**config.mk**
```make
export PLATFORM = sky130hd
export DESIGN_NAME = bridge_rshift_sched
export DESIGN_NICKNAME = d
export VERILOG_FILES = /design/src/rtl/bridge_rshift_sched.sv
export SDC_FILE = /design/constraint.sdc
export NUM_CORES = 1
export LEC_CHECK = 0
export CORE_UTILIZATION = 30
export DETAILED_ROUTE_END_ITERATION = 8
export SETUP_SLACK_MARGIN = 0.4
export SLEW_MARGIN = 0
export SYNTH_ARGS = -nofsm -noshare
export SYNTH_HDL_FRONTEND = slang
export SYNTH_SLANG_ARGS = --single-unit
```
**constraint.sdc**
```tcl
create_clock -name clk -period 5.2 [get_ports clk]
set_clock_uncertainty 0.2 [all_clocks]
set_input_delay 0.78 -clock clk [delete_from_list [all_inputs] [get_ports clk]]
set_output_delay 0.78 -clock clk [all_outputs]
set_load 0.02 [all_outputs]
```
**src/rtl/bridge_rshift_sched.sv**
```systemverilog
// Sequencing controller for the bridge/right-shift pipeline input stage.
// Packs even/odd pairs from a valid/ready word stream into dual-port BRAM
// writes, pulses the pipeline start once the matrix is loaded, and counts
// output beats to completion under a watchdog.
//
// Handshake: a word transfers on any rising clk edge where s_valid and
// s_ready are both high; s_ready is a registered output, so the producer
// may hold s_valid high or deassert it at will without extra state here.
module bridge_rshift_sched #(
    parameter int DATA_WIDTH     = 64,
    parameter int ADDR_WIDTH     = 6,
    parameter int NUM_ELEMENTS   = 48,
    parameter int NUM_OUT_BEATS  = 16,
    parameter int TIMEOUT_CYCLES = 4096
) (
    input  logic                  clk,
    input  logic                  rst,
    input  logic                  cfg_start,
    input  logic                  s_valid,
    input  logic [DATA_WIDTH-1:0] s_data,
    output logic                  s_ready,
    output logic                  bram_ena,
    output logic                  bram_wea,
    output logic [ADDR_WIDTH-1:0] bram_addra,
    output logic [DATA_WIDTH-1:0] bram_dina,
    output logic                  bram_enb,
    output logic                  bram_web,
    output logic [ADDR_WIDTH-1:0] bram_addrb,
    output logic [DATA_WIDTH-1:0] bram_dinb,
    output logic                  pipe_start,
    input  logic                  pipe_out_valid,
    output logic                  busy,
    output logic                  done,
    output logic                  timeout_err,
    output logic [15:0]           out_beat_cnt
);

    localparam int TW = $clog2(TIMEOUT_CYCLES + 1);
    localparam logic [TW-1:0]         TMO_LIMIT  = TW'(TIMEOUT_CYCLES);
    localparam logic [ADDR_WIDTH-1:0] LAST_IDX   = ADDR_WIDTH'(NUM_ELEMENTS - 1);
    localparam logic [15:0]           BEAT_LIMIT = 16'(NUM_OUT_BEATS);
    localparam bit                    ODD_LOAD   = (NUM_ELEMENTS % 2) == 1;

    // The whole matrix must fit the input BRAM address space.
    if (NUM_ELEMENTS < 1 || NUM_ELEMENTS > (1 << ADDR_WIDTH)) begin : g_cfg_check
        $error("bridge_rshift_sched: NUM_ELEMENTS must be in 1..2**ADDR_WIDTH");
    end

    typedef enum logic [2:0] {
        S_IDLE,
        S_LOAD,
        S_FLUSH,
        S_START,
        S_RUN,
        S_DONE
    } state_t;

    state_t                  state, state_n;
    logic [ADDR_WIDTH-1:0]   word_idx, word_n;
    logic [DATA_WIDTH-1:0]   pair_q, pair_n;
    logic [TW-1:0]           tmo_cnt, tmo_n;

    logic                    s_ready_n;
    logic                    ena_n, wea_n, enb_n, web_n;
    logic [ADDR_WIDTH-1:0]   addra_n, addrb_n;
    logic [DATA_WIDTH-1:0]   dina_n, dinb_n;
    logic                    pipe_start_n, busy_n, done_n, terr_n;
    logic [15:0]             cnt_n;
    logic                    accept;
    logic                    beat_hit;

    assign accept   = s_valid & s_ready;
    assign beat_hit = pipe_out_valid && (out_beat_cnt < BEAT_LIMIT);

    // Next-state and next-output logic; every output is registered below.
    always_comb begin
        state_n      = state;
        word_n       = word_idx;
        pair_n       = pair_q;
        tmo_n        = tmo_cnt;
        ena_n        = 1'b0;
        wea_n        = 1'b0;
        enb_n        = 1'b0;
        web_n        = 1'b0;
        addra_n      = bram_addra;
        dina_n       = bram_dina;
        addrb_n      = bram_addrb;
        dinb_n       = bram_dinb;
        pipe_start_n = 1'b0;
        busy_n       = busy;
        done_n       = 1'b0;
        terr_n       = timeout_err;
        cnt_n        = out_beat_cnt;

        case (state)
            S_IDLE: begin
                if (cfg_start) begin
                    state_n = S_LOAD;
                    busy_n  = 1'b1;
                    terr_n  = 1'b0;
                    cnt_n   = '0;
                    word_n  = '0;
                    tmo_n   = '0;
                end
            end
            S_LOAD: begin
                if (accept) begin
                    if (!word_idx[0]) begin
                        // Even word waits for its odd partner.
                        pair_n = s_data;
                    end else begin
                        ena_n   = 1'b1;
                        wea_n   = 1'b1;
                        addra_n = word_idx - ADDR_WIDTH'(1);
                        dina_n  = pair_q;
                        enb_n   = 1'b1;
                        web_n   = 1'b1;
                        addrb_n = word_idx;
                        dinb_n  = s_data;
                    end
                    if (word_idx == LAST_IDX) begin
                        state_n = ODD_LOAD ? S_FLUSH : S_START;
                    end else begin
                        word_n = word_idx + ADDR_WIDTH'(1);
                    end
                end
            end
            S_FLUSH: begin
                // Unpaired tail word goes out on port A alone.
                ena_n   = 1'b1;
                wea_n   = 1'b1;
                addra_n = LAST_IDX;
                dina_n  = pair_q;
                state_n = S_START;
            end
            S_START: begin
                pipe_start_n = 1'b1;
                tmo_n        = '0;
                state_n      = S_RUN;
            end
            S_RUN: begin
                tmo_n = tmo_cnt + TW'(1);
                if (beat_hit) begin
                    cnt_n = out_beat_cnt + 16'd1;
                end
                // Completion is tested first so a same-cycle tie is not an error.
                if (cnt_n == BEAT_LIMIT) begin
                    state_n = S_DONE;
                end else if (tmo_n == TMO_LIMIT) begin
                    terr_n  = 1'b1;
                    state_n = S_DONE;
                end
            end
            S_DONE: begin
                done_n  = 1'b1;
                busy_n  = 1'b0;
                state_n = S_IDLE;
            end
            default: begin
                state_n = S_IDLE;
            end
        endcase

        s_ready_n = (state_n == S_LOAD);
    end

    // State, counters and registered outputs; synchronous reset clears all.
    always_ff @(posedge clk) begin
        if (rst) begin
            state        <= S_IDLE;
            word_idx     <= '0;
            pair_q       <= '0;
            tmo_cnt      <= '0;
            s_ready      <= 1'b0;
            bram_ena     <= 1'b0;
            bram_wea     <= 1'b0;
            bram_addra   <= '0;
            bram_dina    <= '0;
            bram_enb     <= 1'b0;
            bram_web     <= 1'b0;
            bram_addrb   <= '0;
            bram_dinb    <= '0;
            pipe_start   <= 1'b0;
            busy         <= 1'b0;
            done         <= 1'b0;
            timeout_err  <= 1'b0;
            out_beat_cnt <= '0;
        end else begin
            state        <= state_n;
            word_idx     <= word_n;
            pair_q       <= pair_n;
            tmo_cnt      <= tmo_n;
            s_ready      <= s_ready_n;
            bram_ena     <= ena_n;
            bram_wea     <= wea_n;
            bram_addra   <= addra_n;
            bram_dina    <= dina_n;
            bram_enb     <= enb_n;
            bram_web     <= web_n;
            bram_addrb   <= addrb_n;
            bram_dinb    <= dinb_n;
            pipe_start   <= pipe_start_n;
            busy         <= busy_n;
            done         <= done_n;
            timeout_err  <= terr_n;
            out_beat_cnt <= cnt_n;
        end
    end

endmodule

```
# Yosys cells after proc, flatten, opt, wreduce, memory -nomap -nowiden
# Index checks and enable logic that the tools add are counted.
[totals]
out_inout_bits = 165
register_bits = 249
word_cells = 88
inputBits = 69
[classes]
magnitude_cmp = 1
bitwise = 3
n_addsub = 4
n_reduce_logical = 16
n_mux = 33
n_eq_ne = 15
[op_table]
columns = ["operator", "n"]
rows = [
  ["$mux 64", 2],
  ["$pmux 64 s2", 1],
  ["$mux 16", 3],
  ["$pmux 13 s3", 1],
  ["$pmux 16 s2", 1],
  ["$mux 6", 5],
  ["$pmux 6 s2", 2],
  ["$add 16x1->16 const B", 1],
  ["$eq 16x5->1 const B", 1],
  ["$lt 16x5->1 const B", 1],
  ["$mux 3", 5],
  ["$pmux 3 s5", 1],
  ["$add 13x1->13 const B", 1],
  ["$eq 13x13->1 const B", 1],
  ["$mux 13", 1],
  ["$ne 2x2->1 const B", 6],
  ["$reduce_and 3->1", 3],
  ["$mux 1", 8],
  ["$reduce_and 4->1", 2],
  ["$reduce_bool 2->1", 4],
  ["$add 6x1->6 const B", 1],
  ["$eq 3x1->1 const B", 2],
  ["$eq 3x2->1 const B", 2],
  ["$eq 3x3->1 const B", 2],
  ["10 further kinds", 15],
]

# Logic depth before layout (Yosys ltp)
[depth]
depth_word = 8
ltp_mapped = 9
ltp_nobuf = 7

# Worst setup path before layout
# OpenSTA, ideal clock, no wires.
[synth_path]
kind = "input port to flip-flop"
startpoint = "input port s_valid"
endpoint = "register bram_dina[10]"
setup_ps = 132
required_time_ps = 4868
stages = 9
n_path_buf = 3
arrival_time_ps = 2115
path_slack_ps = 2752
path_cell_list = "nand3_1 or3_1 clkbuf_1 nor2_1 nor2_1 clkbuf_1 clkbuf_1 nand2_1 a21oi_1"
[synth_between]
elab_chain_len = 3
[synth_lines]
columns = ["item", "line_no", "rtl"]
rows = [
  ["start, declared", "19", "input logic s_valid,"],
  ["$and 1x1->1", "72", "assign accept = s_valid & s_ready;"],
  ["$ne 2x2->1 (no line)", "--", ""],
  ["$reduce_and 3->1 (no line)", "--", ""],
  ["end signal, assigned", "197", "bram_dina <= dina_n;"],
  ["end, declared", "25", "output logic [DATA_WIDTH-1:0] bram_dina,"],
]
# Every way passes these cells.
# A chain may end at the register's enable or synchronous reset.

# Worst setup path in the final report
[layout_path]
startpoint = "input port s_valid"
endpoint = "register bram_addra[4]"
[layout_between]
elab_chain_len = 3
[layout_lines]
columns = ["item", "line_no", "rtl"]
rows = [
  ["$and 1x1->1", "72", ""],
  ["$ne 2x2->1 (no line)", "--", ""],
  ["$reduce_and 3->1 (no line)", "--", ""],
  ["end signal, assigned", "196", "bram_addra <= addra_n;"],
  ["end, declared", "24", "output logic [ADDR_WIDTH-1:0] bram_addra,"],
]
# Every way passes these cells.

==> impl_metrics.json <==
{
  "status": "completed",
  "grt_pass1_vias": 7819,
  "antenna_found_initial": 1,
  "io_pins": 234,
  "drt-total-wl_um": 26200,
  "total_power_mw": 4.04,
  "synthesis.area_mm2": 0.00909,
  "synth_nets": 1221,
  "clockBufferDepth": 3,
  "whs_ns": 0.248,
  "antenna_left": 0,
  "post-cts-setup-buffers": 0,
  "busiest_layer": "met2",
  "met1_usage_pct": 21.1,
  "hold_buffers": 0,
  "dpl_cell_area_mm2": 0.0117,
  "ctsResizeCount": 0,
  "firstDrtPassIters": 5,
  "rows": 63,
  "slowest_delay_ns": 0.69,
  "final_cells": 1745,
  "vias": 8252,
  "clk_latency_ns": 0.53,
  "slew_violations": 0,
  "vdd_drop_max_uv": 214,
  "grt_setup_unrepaired": "false",
  "crit_required_ns": 5.40,
  "dp_worst_setup_slack_ns": 1.69,
  "seq_area_frac_synth_pct": 54.9,
  "synth_edf_count": 0,
  "detail_route.iter0.violations": 475,
  "drive_above_1_share_pct": 4.65,
  "synth_commonest_cells": "nand2_1 (411), dfxtp_1 (249), a21oi_1 (224)",
  "core_mm2": 0.0297,
  "critPathLaunchType": "input port",
  "hold_viol": 0,
  "yosysMostFrequentCell": "nand2_1",
  "overflow": 0,
  "worst-setup-path-type": "in2reg",
  "power.leakage_nw": 4.15,
  "critPathMaxFanout": 76,
  "cp_cell_sequence": "clkdlybuf4s50_1, nand3_1, or3_1, nor2_4, buf_4, nor2_1, a2111oi_0",
  "via_per_inst": 4.73,
  "period_needed_ns": 2.98,
  "grt_pass1_wl_um": 41500,
  "wire_per_inst_um": 15.0,
  "cts_tree": "done",
  "synthTopCellsByArea": "dfxtp_1 (55%), nand2_1 (17%), a21oi_1 (12%), clkbuf_1 (2.4%), nor2_1 (2.0%)",
  "die_h_um": 176,
  "use_met2_pct": 26.9,
  "path_clk_slew_ns": 0.06,
  "synth_warnings": 0,
  "holdCritPathClass": "reg2reg",
  "met3_usage_pct": 4.03,
  "max_freq_mhz": 336,
  "setup_tns_ns": 0,
  "cp_slowest_cell": "buf_4",
  "setup_viol": 0,
  "max_slew.worst_pin.slew_ns": 1.17,
  "dieArea_mm2": 0.0310,
  "dp_hpwl_um": 16700,
  "ys_ff_latch": 249,
  "numClockSinks": 249,
  "cts-root-buf": "clkbuf_16",
  "area_growth_pct": 38.6,
  "synth_top_area_share_pct": 54.9,
  "dieWidth_um": 176,
  "arrival_ns": 3.18,
  "cellPowerDensity_mw_per_mm2": 321,
  "grt_use_total_pct": 16.4,
  "grt_max_degree": 132,
  "slew_headroom_pct": 22.1,
  "num_antenna_cells": 0,
  "dominantRegCellSynth": "dfxtp_1",
  "fin_ws_ns": 2.22,
  "place.port_buffers": 233,
  "nets": 1410,
  "fin_area_mm2": 0.0126,
  "post-place-cells": 1697,
  "ys_types": 44,
  "crit_path_end_kind": "register",
  "syn_inst": 1147,
  "drc": 0,
  "start_util_pct": 30.6,
  "htreeDepth": 1,
  "synth_area_leader_cell": "dfxtp_1",
  "place.gp.congestion": 0.764,
  "async_flop_share_pct": 0,
  "syn_area_per_cell_um2": 7.92,
  "fin_util_pct": 42.4,
  "maxCapViolations": 0,
  "cts_buffers": 27,
  "finalCritPeriodShare_pct": 57.3
}
==> cell usage in the layout, fill, tap and decap left out, types with 3 or more instances in the layout <==
master	n
clkbuf_1	4
buf_4	7
nand2_2	3
clkbuf_16	27
nor3b_1	4
nand2b_1	3
a31oi_1	5
a211oi_1	4
nand3b_1	4
clkdlybuf4s50_1	232
or4_1	3
a22oi_1	5
o21ai_0	16
ha_1	5
nor2_4	3
a21oi_1	224
a311oi_1	3
inv_1	5
clkinv_2	3
dfxtp_1	249
and3_1	6
nand2_1	408
nor3_1	10
nor2_1	45
nand4_1	4
nand3_1	7
clkbuf_8	10
and2_1	12
xnor2_1	6
nor4_1	7
==> layout make-up <==
type	count	area (um2)
repair buffers	242	2430
flip-flops and latches	249	4980
inverters	5	18.8
well taps	390	488
clock inverters	7	90.1
fillers	3032	17100
multi-input cells	811	3760
clock buffers	41	828
==> registers in the layout, indices dropped and copies added (netlist names), 3 cells and up <==
signal,flops
bram_addra,6
bram_addrb,6
bram_dina,64
bram_dinb,64
out_beat_cnt,16
pair_q,64
state,3
tmo_cnt,13
word_idx,6
==> layer usage <==
metal / part of all wire, % / wire [um]
met5: 0.034 / 9
met4: 2.9 / 752
met3: 6.7 / 1750
met2: 46 / 12000
met1: 45 / 11700
==> worst paths after layout <==
path | from | endpoint | slack, ns | cells after the start
min reg2reg | bram_dina[53] | bram_dina[53] | 0.25 | 2
max | s_valid | bram_addra[4] | 2.22 | 7
min | bram_dina[53] | bram_dina[53] | 0.25 | 2
max reg2reg | state[0] | bram_addra[4] | 2.33 | 6
==> report_power, final <==
part	internal [mW]	leakage (nW)	switching, mW
Combinational	0.0666	1.69	0.0836
Sequential	1.92	2.01	0.00873
Clock	1.19	0.450	0.770
==> kinds of logic after synthesis <==
logic type	synth area share, %
buffers and inverters	4.06
AND/OR/NAND/NOR	24.0
multiplexers	0.220
adder cells (fa/ha/maj)	0.688
AO/OA/AOI/OAI	15.4
flip-flops	54.9
XOR/XNOR	0.771
==> worst max-delay path, delay by kind of cell <==
| family | cells | cell delay (ns) |
|---|---|---|
| buffers and inverters | 2 | 1.16 |
| AO/OA/AOI/OAI | 1 | 0.38 |
| AND/OR/NAND/NOR | 4 | 0.84 |
Note: power is estimated with default switching activity, not from simulation.
